<file path="config.mk">
export PLATFORM = sky130hd
export DESIGN_NAME = result_drain_ser
export DESIGN_NICKNAME = d
export VERILOG_FILES = /design/src/rtl/result_drain_ser.sv
export SDC_FILE = /design/constraint.sdc
export NUM_CORES = 1
export LEC_CHECK = 0
export BUFFER_PORTS_ARGS = -buffer_cell sky130_fd_sc_hd__clkbuf_2
export CAP_MARGIN = 10
export CORE_ASPECT_RATIO = 2
export CORE_UTILIZATION = 52
export CTS_CLUSTER_SIZE = 25
export DETAILED_ROUTE_END_ITERATION = 16
export HOLD_SLACK_MARGIN = 0.08
export PLACE_DENSITY = 0.77
export SLEW_MARGIN = 20
export SYNTH_ARGS = -nofsm -noshare
export SYNTH_HDL_FRONTEND = slang
export SYNTH_SLANG_ARGS = --single-unit
</file>
<file path="constraint.sdc">
create_clock -name clk -period 4.85 [get_ports clk]
set_input_delay 0.97 -clock clk [delete_from_list [all_inputs] [get_ports clk]]
set_output_delay 0.97 -clock clk [all_outputs]
set_load 0.02 [all_outputs]
</file>
<file path="src/rtl/result_drain_ser.sv">
// Result-matrix drain engine: walks the N x N result-RAM bank tile by tile and
// serialises matrix C row-major as a byte stream over a valid/ready port.
module result_drain_ser #(
    parameter int N         = 2,
    parameter int DW        = 32,
    parameter int AW        = 8,
    parameter int SEGW      = 7,
    parameter int RAM_LAT   = 1,
    parameter int LSB_FIRST = 1
) (
    input  logic              clk,
    input  logic              rst_n,
    input  logic              start,
    input  logic              abort,
    input  logic [SEGW-1:0]   a_seg_cnt,
    input  logic [SEGW-1:0]   w_seg_cnt,
    output logic              busy,
    output logic              done,
    output logic              err,
    output logic [AW-1:0]     ram_c_addr,
    output logic [N*N-1:0]    ram_c_rden,
    input  logic [N*N*DW-1:0] ram_c_q,
    output logic [7:0]        byte_data,
    output logic              byte_valid,
    input  logic              byte_ready
);

    localparam int NR = N * N;
    localparam int NB = DW / 8;
    localparam int CW = (N > 1) ? $clog2(N) : 1;
    localparam int BW = (NB > 1) ? $clog2(NB) : 1;
    localparam int WW = (RAM_LAT > 1) ? $clog2(RAM_LAT) : 1;
    localparam int PW = (2 * SEGW > AW + 1) ? 2 * SEGW : AW + 1;

    typedef enum logic [2:0] {
        S_IDLE,
        S_RD,
        S_WAIT,
        S_LOAD,
        S_SEND,
        S_DONE
    } state_t;

    state_t          state;
    logic [SEGW-1:0] a_lat;
    logic [SEGW-1:0] w_lat;
    logic [SEGW-1:0] ai_cnt;
    logic [SEGW-1:0] wi_cnt;
    logic [CW-1:0]   r_cnt;
    logic [CW-1:0]   c_cnt;
    logic [AW-1:0]   base;
    logic [BW-1:0]   byte_cnt;
    logic [WW-1:0]   wait_cnt;
    logic [DW-1:0]   shreg;

    // Next position in the (ai, r, wi, c) walk, used on the last byte of a word.
    logic [SEGW-1:0] ai_nx;
    logic [SEGW-1:0] wi_nx;
    logic [CW-1:0]   r_nx;
    logic [CW-1:0]   c_nx;
    logic [AW-1:0]   base_nx;
    logic            last_elem;
    logic [DW-1:0]   word_sel;
    logic [NR-1:0]   rden_nx;
    logic [PW-1:0]   cnt_prod;
    logic            zero_cnt;
    logic            too_big;
    logic            byte_last;

    assign cnt_prod  = PW'(a_seg_cnt) * PW'(w_seg_cnt);
    assign zero_cnt  = (a_seg_cnt == '0) || (w_seg_cnt == '0);
    assign too_big   = cnt_prod > (PW'(1) << AW);
    assign byte_last = (byte_cnt == BW'(NB - 1));

    // NOTE: every signal driven here gets a default first, so no path leaves it
    // unassigned and no latch is inferred.
    always_comb begin
        logic c_last, wi_last, r_last, ai_last;
        c_last  = (c_cnt == CW'(N - 1));
        wi_last = (wi_cnt == w_lat - SEGW'(1));
        r_last  = (r_cnt == CW'(N - 1));
        ai_last = (ai_cnt == a_lat - SEGW'(1));

        c_nx    = c_cnt + CW'(1);
        wi_nx   = wi_cnt;
        r_nx    = r_cnt;
        ai_nx   = ai_cnt;
        base_nx = base;
        if (c_last) begin
            c_nx  = '0;
            wi_nx = wi_cnt + SEGW'(1);
            if (wi_last) begin
                wi_nx = '0;
                r_nx  = r_cnt + CW'(1);
                if (r_last) begin
                    r_nx    = '0;
                    ai_nx   = ai_cnt + SEGW'(1);
                    base_nx = base + AW'(w_lat);
                end
            end
        end
        last_elem = c_last && wi_last && r_last && ai_last;
    end

    // Read strobe for the element that follows the current one.
    always_comb begin
        rden_nx = '0;
        for (int i = 0; i < NR; i++) begin
            rden_nx[i] = (i == int'(r_nx) * N + int'(c_nx));
        end
    end

    // Word of the RAM currently addressed, picked by (r, c).
    always_comb begin
        word_sel = '0;
        for (int i = 0; i < NR; i++) begin
            if (i == int'(r_cnt) * N + int'(c_cnt)) begin
                word_sel = ram_c_q[i*DW +: DW];
            end
        end
    end

    generate
        if (LSB_FIRST != 0) begin : g_lsb
            assign byte_data = shreg[7:0];
        end else begin : g_msb
            assign byte_data = shreg[DW-1 -: 8];
        end
    endgenerate

    // NOTE: state and registered outputs use non-blocking assignments so every
    // register samples pre-edge values regardless of statement order.
    always_ff @(posedge clk or negedge rst_n) begin
        if (!rst_n) begin
            // NOTE: the shift register is reset too, so byte_data reads 0 out of reset.
            state      <= S_IDLE;
            a_lat      <= '0;
            w_lat      <= '0;
            ai_cnt     <= '0;
            wi_cnt     <= '0;
            r_cnt      <= '0;
            c_cnt      <= '0;
            base       <= '0;
            byte_cnt   <= '0;
            wait_cnt   <= '0;
            shreg      <= '0;
            busy       <= 1'b0;
            done       <= 1'b0;
            err        <= 1'b0;
            ram_c_addr <= '0;
            ram_c_rden <= '0;
            byte_valid <= 1'b0;
        end else begin
            done <= 1'b0;
            if (abort) begin
                // Drop the word in flight; counters are reloaded on the next start.
                state      <= S_IDLE;
                busy       <= 1'b0;
                ram_c_addr <= '0;
                ram_c_rden <= '0;
                byte_valid <= 1'b0;
                byte_cnt   <= '0;
                shreg      <= '0;
            end else begin
                case (state)
                    S_IDLE: begin
                        if (start) begin
                            a_lat    <= a_seg_cnt;
                            w_lat    <= w_seg_cnt;
                            err      <= 1'b0;
                            ai_cnt   <= '0;
                            wi_cnt   <= '0;
                            r_cnt    <= '0;
                            c_cnt    <= '0;
                            base     <= '0;
                            byte_cnt <= '0;
                            if (zero_cnt) begin
                                state <= S_DONE;
                                done  <= 1'b1;
                            end else if (too_big) begin
                                err   <= 1'b1;
                                state <= S_DONE;
                                done  <= 1'b1;
                            end else begin
                                state      <= S_RD;
                                busy       <= 1'b1;
                                ram_c_addr <= '0;
                                ram_c_rden <= NR'(1);
                            end
                        end
                    end

                    S_RD: begin
                        ram_c_rden <= '0;
                        if (RAM_LAT > 1) begin
                            wait_cnt <= WW'(RAM_LAT - 2);
                            state    <= S_WAIT;
                        end else begin
                            state <= S_LOAD;
                        end
                    end

                    S_WAIT: begin
                        if (wait_cnt == '0) begin
                            state <= S_LOAD;
                        end else begin
                            wait_cnt <= wait_cnt - WW'(1);
                        end
                    end

                    S_LOAD: begin
                        shreg      <= word_sel;
                        ram_c_addr <= '0;
                        byte_cnt   <= '0;
                        byte_valid <= 1'b1;
                        state      <= S_SEND;
                    end

                    S_SEND: begin
                        if (byte_ready) begin
                            if (byte_last) begin
                                byte_valid <= 1'b0;
                                shreg      <= '0;
                                c_cnt      <= c_nx;
                                wi_cnt     <= wi_nx;
                                r_cnt      <= r_nx;
                                ai_cnt     <= ai_nx;
                                base       <= base_nx;
                                if (last_elem) begin
                                    state <= S_DONE;
                                    busy  <= 1'b0;
                                    done  <= 1'b1;
                                end else begin
                                    state      <= S_RD;
                                    ram_c_addr <= base_nx + AW'(wi_nx);
                                    ram_c_rden <= rden_nx;
                                end
                            end else begin
                                byte_cnt <= byte_cnt + BW'(1);
                                if (LSB_FIRST != 0) begin
                                    shreg <= shreg >> 8;
                                end else begin
                                    shreg <= shreg << 8;
                                end
                            end
                        end
                    end

                    S_DONE: begin
                        state <= S_IDLE;
                    end

                    default: begin
                        state <= S_IDLE;
                    end
                endcase
            end
        end
    end

endmodule
</file>
## After elaboration in Yosys (flattened, before gate mapping)

Index checks and enable logic that the tools add are counted.

- Register bits: 92
- Input bits: 147
- Output and inout port bits: 24
- Logic and storage cells: 175

- Add/sub/neg operators: 12
- $mul: 1
- $lt $le $gt $ge: 1
- Equality and inequality tests: 28
- Multiplexer cells: 90
- Bitwise operators: 1
- Reduce and logical (&&, ||, !) cells: 25

Operators with widths:

| operator | number |
|---|---|
| $mux W32 | 6 |
| $mux W8 | 13 |
| $mux W7 | 10 |
| $eq A2 B32 Y1 const A | 2 |
| $eq A3 B32 Y1 const A | 2 |
| $logic_not A32 Y1 | 2 |
| $pmux W32 S2 | 1 |
| $mux W1 | 28 |
| $mux W4 | 7 |
| $pmux W7 S2 | 2 |
| $ne A3 B3 Y1 const B | 9 |
| $mux W24 | 1 |
| $mux W3 | 8 |
| $pmux W8 S3 | 1 |
| $reduce_and A7 Y1 | 3 |
| $add A8 B7 Y8 | 2 |
| $pmux W8 S2 | 1 |
| $pmux W3 S5 | 1 |
| $add A7 B1 Y7 const B | 2 |
| $eq A7 B7 Y1 | 2 |
| $gt A14 B9 Y1 const B | 1 |
| $logic_not A7 Y1 | 2 |
| $mul A7 B7 Y14 | 1 |
| $sub A7 B1 Y7 const B | 2 |
| other kinds (26) | 49 |

## Longest topological paths before layout

- Depth in word-level cells: 11
- Mapped depth: 18
- Mapped depth without buffers: 18

## Worst setup path after synthesis

Ideal clock, no wire load.

- Path kind: input to register
- From: input w_seg_cnt[3]
- To: register ram_c_addr[0]
- Library setup time: 71 ps
- Arrival time: 5433 ps
- Slack: -654 ps
- Cell stages on the path: 18
- Cell sequence: and2_1 > fa_1 > inv_1 > fa_1 > inv_1 > fa_1 > inv_1 > fa_1 > inv_1 > ha_1 > o21ai_0 > o21bai_1 > a21oi_1 > nor3b_1 > mux2i_1 > nor4b_4 > o31ai_1 > a32o_1

- Longest elaborated chain between the ends: 4
- Elaborated cells on any way between the ends: 7
- Those cells by class: mul (1); order compare (1); eq/ne (2); reduce/logical (3)

RTL lines:

| element | line | RTL |
|---|---|---|
| start, declared | 16 | `input logic [SEGW-1:0] w_seg_cnt,` |
| $mul A7 B7 Y14 or $logic_not A7 Y1 (tied branches) | 70, 71 |  |
| $gt A14 B9 Y1 or $logic_or A1 B1 Y1 (tied branches) | 72, 71 |  |
| $ne A3 B3 Y1 (no source line) | - |  |
| $reduce_and A7 Y1 (no source line) * | - |  |
| end signal, assigned | 235 | `ram_c_addr <= base_nx + AW'(wi_nx);` |
| end, declared | 20 | `output logic [AW-1:0] ram_c_addr,` |

Every way passes the cells marked *; elsewhere a longest branch is shown, timed or not.
A chain may end at the register's enable or synchronous reset.

## Final worst setup path

- From: input a_seg_cnt[5]
- To: register busy

- Longest elaborated chain between the ends: 4
- Elaborated cells on any way between the ends: 7
- Those cells by class: mul (1); order compare (1); eq/ne (2); reduce/logical (3)

RTL lines:

| element | line | RTL |
|---|---|---|
| start, declared | 15 | `input logic [SEGW-1:0] a_seg_cnt,` |
| $mul A7 B7 Y14 or $logic_not A7 Y1 (tied branches) | 70, 71 |  |
| $gt A14 B9 Y1 or $logic_or A1 B1 Y1 (tied branches) | 72, 71 |  |
| $ne A3 B3 Y1 (no source line) | - |  |
| $reduce_and A7 Y1 (no source line) * | - |  |
| end signal, assigned | 147 | `busy <= 1'b0;` |
| end signal, assigned | 158 | `busy <= 1'b0;` |
| end signal, assigned | 186 | `busy <= 1'b1;` |
| end, declared | 17 | `output logic busy,` |

Marks and branches as above.

==> flow_summary.toml <==
[final_layout]
antennaDiodeCount = 0
nets = 1178
multi_input_area_um2 = 5040
n_fill_cell = 1160
final_layout_size_suffix_gt1_share_pct = 34.8
syn_to_final_growth_pct = 24.6
seq_area_um2 = 2280

[synth]
synth-async-reset-ratio_pct = 100
yosys-top-cells-count = "dfrtp_1, nand2_1, ha_1, o21ai_0, a21oi_1"
syn-num-nets = 974
synthMuxAreaShare_pct = 13.4
ys_seq_elements = 91
syn_inst = 750
synth_top_area_share_pct = 30.3
synthTopCellsByArea = "dfrtp_1, mux4_2, ha_1"
synth_top_family_by_area = "simple AND/OR/NAND/NOR gates"
synth_top_area_cell = "dfrtp_1"
synth-compound-area-share_pct = 15.5
synth.distinct_cells = 61
synth-simple-area-share_pct = 16.2
synth.avg_cell_area_um2 = 10.0
synth.cell_area_um2 = 7520
yosysMostFrequentCell = "dfrtp_1"
yosysWarnings = 0
synthAdderAreaFrac_pct = 15.4
synth_ff_type = "dfrtp_1"
synth-xor-area-share_pct = 4.96
synth_edf_count = 0
yosysSeqAreaShare_pct = 30.3

[sta]
skew_ns = 0.00805
period_share_pct = 105
rsz0062_at_grt = "yes"
finalSetupViolations = 16
max_slew_margin_pct = 40.8
max_freq_mhz = 196
finalHoldViolCount = 0
fin_crit_ns = 5.09
drv_slew = 0
timing.final.ws_setup_ns = -0.245
tightest_slew_ns = 0.888
hold-worst-slack_ns = 0.477

[setup_path]
r2r_end = "ram_c_addr[7]"
cp_top_family = "adder cells"
slowest_delay_ns = 0.53
crit_chain = "buf_6 -> and2_4 -> fa_1 -> inv_1 -> fa_1 -> inv_1 -> fa_1 -> inv_2 -> fa_1 -> inv_2 -> ha_4 -> a21oi_2 -> o211ai_1 -> a31oi_1 -> mux2i_1 -> o211ai_1 -> nor4b_4 -> buf_4 -> a41oi_2 -> a311oi_2"
rr_startpoint = "w_lat[1]"
crit_type = "in2reg"
critPathRequiredTime_ns = 5.12
rr_worst_depth = 19
cpMaxStageDelayCell = "fa_1"
ff2ff_setup_slack_ns = 0.82
crit_top_cell = "fa_1"
cp_max_fo = 5
worstPathBufferInverterCount = 6
cp-start-kind = "input port"
end_kind = "register"
arrival_ns = 5.36

[drt]
first_pass_iters = 6
routedWlPerCell_um = 18.7
via_per_inst = 5.97
wirelength_um = 21500
ant_nets = 0
drt_iter0_drc = 352
vias = 6849
drc_errors = 0

[clocking]
clock_latency_ns = 0.35
cts_sinks = 91
h-tree-depth = 3
cts_buffers = 9
root_buffer = "clkbuf_16"
clockBufferDepth = 2
cts_tree = "done"
path_clk_slew_ns = 0.07

[die]
design.core.area_um2 = 14000
initial_core_util_pct = 53.6
die_h_um = 172
io_pins = 171
dieArea_um2 = 15000
fp.dieW_um = 87.1
placementRows = 61

[worst_hold_path]
holdPathEnd = "shreg[12]"
hold_start = "shreg[12]"
hold_depth = 2
min_path_type = "reg2reg"

[power]
power.leakage_nw = 4.56
worst_ir_drop_vdd_mv = 0.241
powerDensity_nw_per_um2 = 405

[global_routing]
overflow = 0
grt_max_degree = 68
grt_pass1_wl_um = 33600
grt_pass1_vias = 7116
grt_antenna_before_repair = 0
track_usage_pct = 29.9

[job]
cap_violations = 0

[place]
place.gp.congestion = 0.888
dp_hpwl_um = 17000
dp_slack_ns = -0.814
port_buffers = 170

[status]
violations = "setup timing"
status = "complete, but fails checks"
-- cells by family (layout without fill, tap and decap cells) --
| logic type | after synthesis | count (layout) |
|---|---|---|
| fa+ha+maj | 77 | 77 |
| simple gates | 228 | 228 |
| compound gates | 178 | 178 |
| buf+inv | 77 | 286 |
| flops | 91 | 91 |
| xor+xnor | 41 | 41 |
| mux | 58 | 58 |
-- area by class of cell --
| cell class | instances | share of cell area (%) |
|---|---|---|
| flip-flops and latches | 91 | 24.3 |
| clock buffers | 11 | 2.70 |
| clock inverters | 5 | 0.707 |
| inverters | 38 | 1.52 |
| multi-input cells | 582 | 53.8 |
| well taps | 189 | 2.52 |
| repair buffers | 232 | 14.5 |
-- registers in the layout (all words and copies together), names as in the netlist, 4 cells and up --
signal / flops
a_lat: 7
ai_cnt: 7
base: 8
ram_c_addr: 8
ram_c_rden: 4
shreg: 32
w_lat: 7
wi_cnt: 7
-- power breakdown --
group	internal [mW]	switching, mW
clock network	0.434	0.321
registers	0.921	0.222
logic	0.903	0.992
total	2.26	1.54
-- metal layers --
metal / track usage (%) / share of wire [%] / vias to the layer above
li1: - / - / 3137
met1: 27.1 / 33 / 3336
met2: 56.1 / 53 / 300
met3: 6.49 / 6.9 / 76
met4: 22.1 / 7.0 / 0
met5: 0 / 0 / -
-- per-stage QoR --
step | std cells | utilization, % | setup TNS (ns) | area (um^2) | power, mW
after global placement | 1131 | 63.8 | -9.00 | 8960 | 2.94
after floorplan | 750 | - | -4.59 | 7570 | 2.43
after CTS | 1148 | 66.6 | -3.37 | 9350 | 3.79
after global routing | 1148 | 66.8 | -6.75 | 9380 | 4.06
after detailed placement | 1131 | 63.8 | -11.26 | 8960 | 3.00
final | 1148 | 66.8 | -3.08 | 9380 | 3.79
-- tightest hold or removal path: cells and delay by family (launching register included) --
family           cells  cell delay, ns
AND/OR/NAND/NOR      1            0.04
flip-flops           1            0.34
AO/OA/AOI/OAI        1            0.06
-- placed cells by master (no fill, tap or decap), drive strengths merged, types with 5 or more instances in the layout --
cell,count
a31oi,5
a21o,6
or3,5
nand2b,7
o21ai,52
nand2,66
dfrtp,91
nor3b,23
and3,6
fa,26
xor2,19
buf,66
a22o,19
inv,40
nor2b,5
clkbuf,177
nor3,15
ha,51
mux4,32
nor4,5
o31ai,5
o21bai,5
mux2,23
o2bb2ai,8
and2,40
a21oi,49
nor2,32
nand3,13
xnor2,21
-- timing repair --
| action | 4_1_cts | 5_1_grt |
|---|---|---|
| endpoints found under the setup margin | 16 | 16 |
| resized for setup | 10 | 9 |
| setup buffers | 2 | 0 |
| pin swaps | 15 | 8 |
| hold buffers | 0 | 0 |
-- how the worst max path moves through the flow --
stage / startpoint / to / slack (ns) / cells past startpoint
after global routing: a_seg_cnt[5] / busy / -0.48 / 20
after detailed placement: w_seg_cnt[1] / busy / -0.81 / 20
final: a_seg_cnt[5] / busy / -0.24 / 20
after global placement: w_seg_cnt[1] / ram_c_rden[0] / -0.66 / 20
after floorplan: w_seg_cnt[1] / ram_c_rden[0] / -0.38 / 18
after CTS: w_seg_cnt[1] / ram_c_rden[0] / -0.28 / 20
Power figures use the tool's default switching activity.
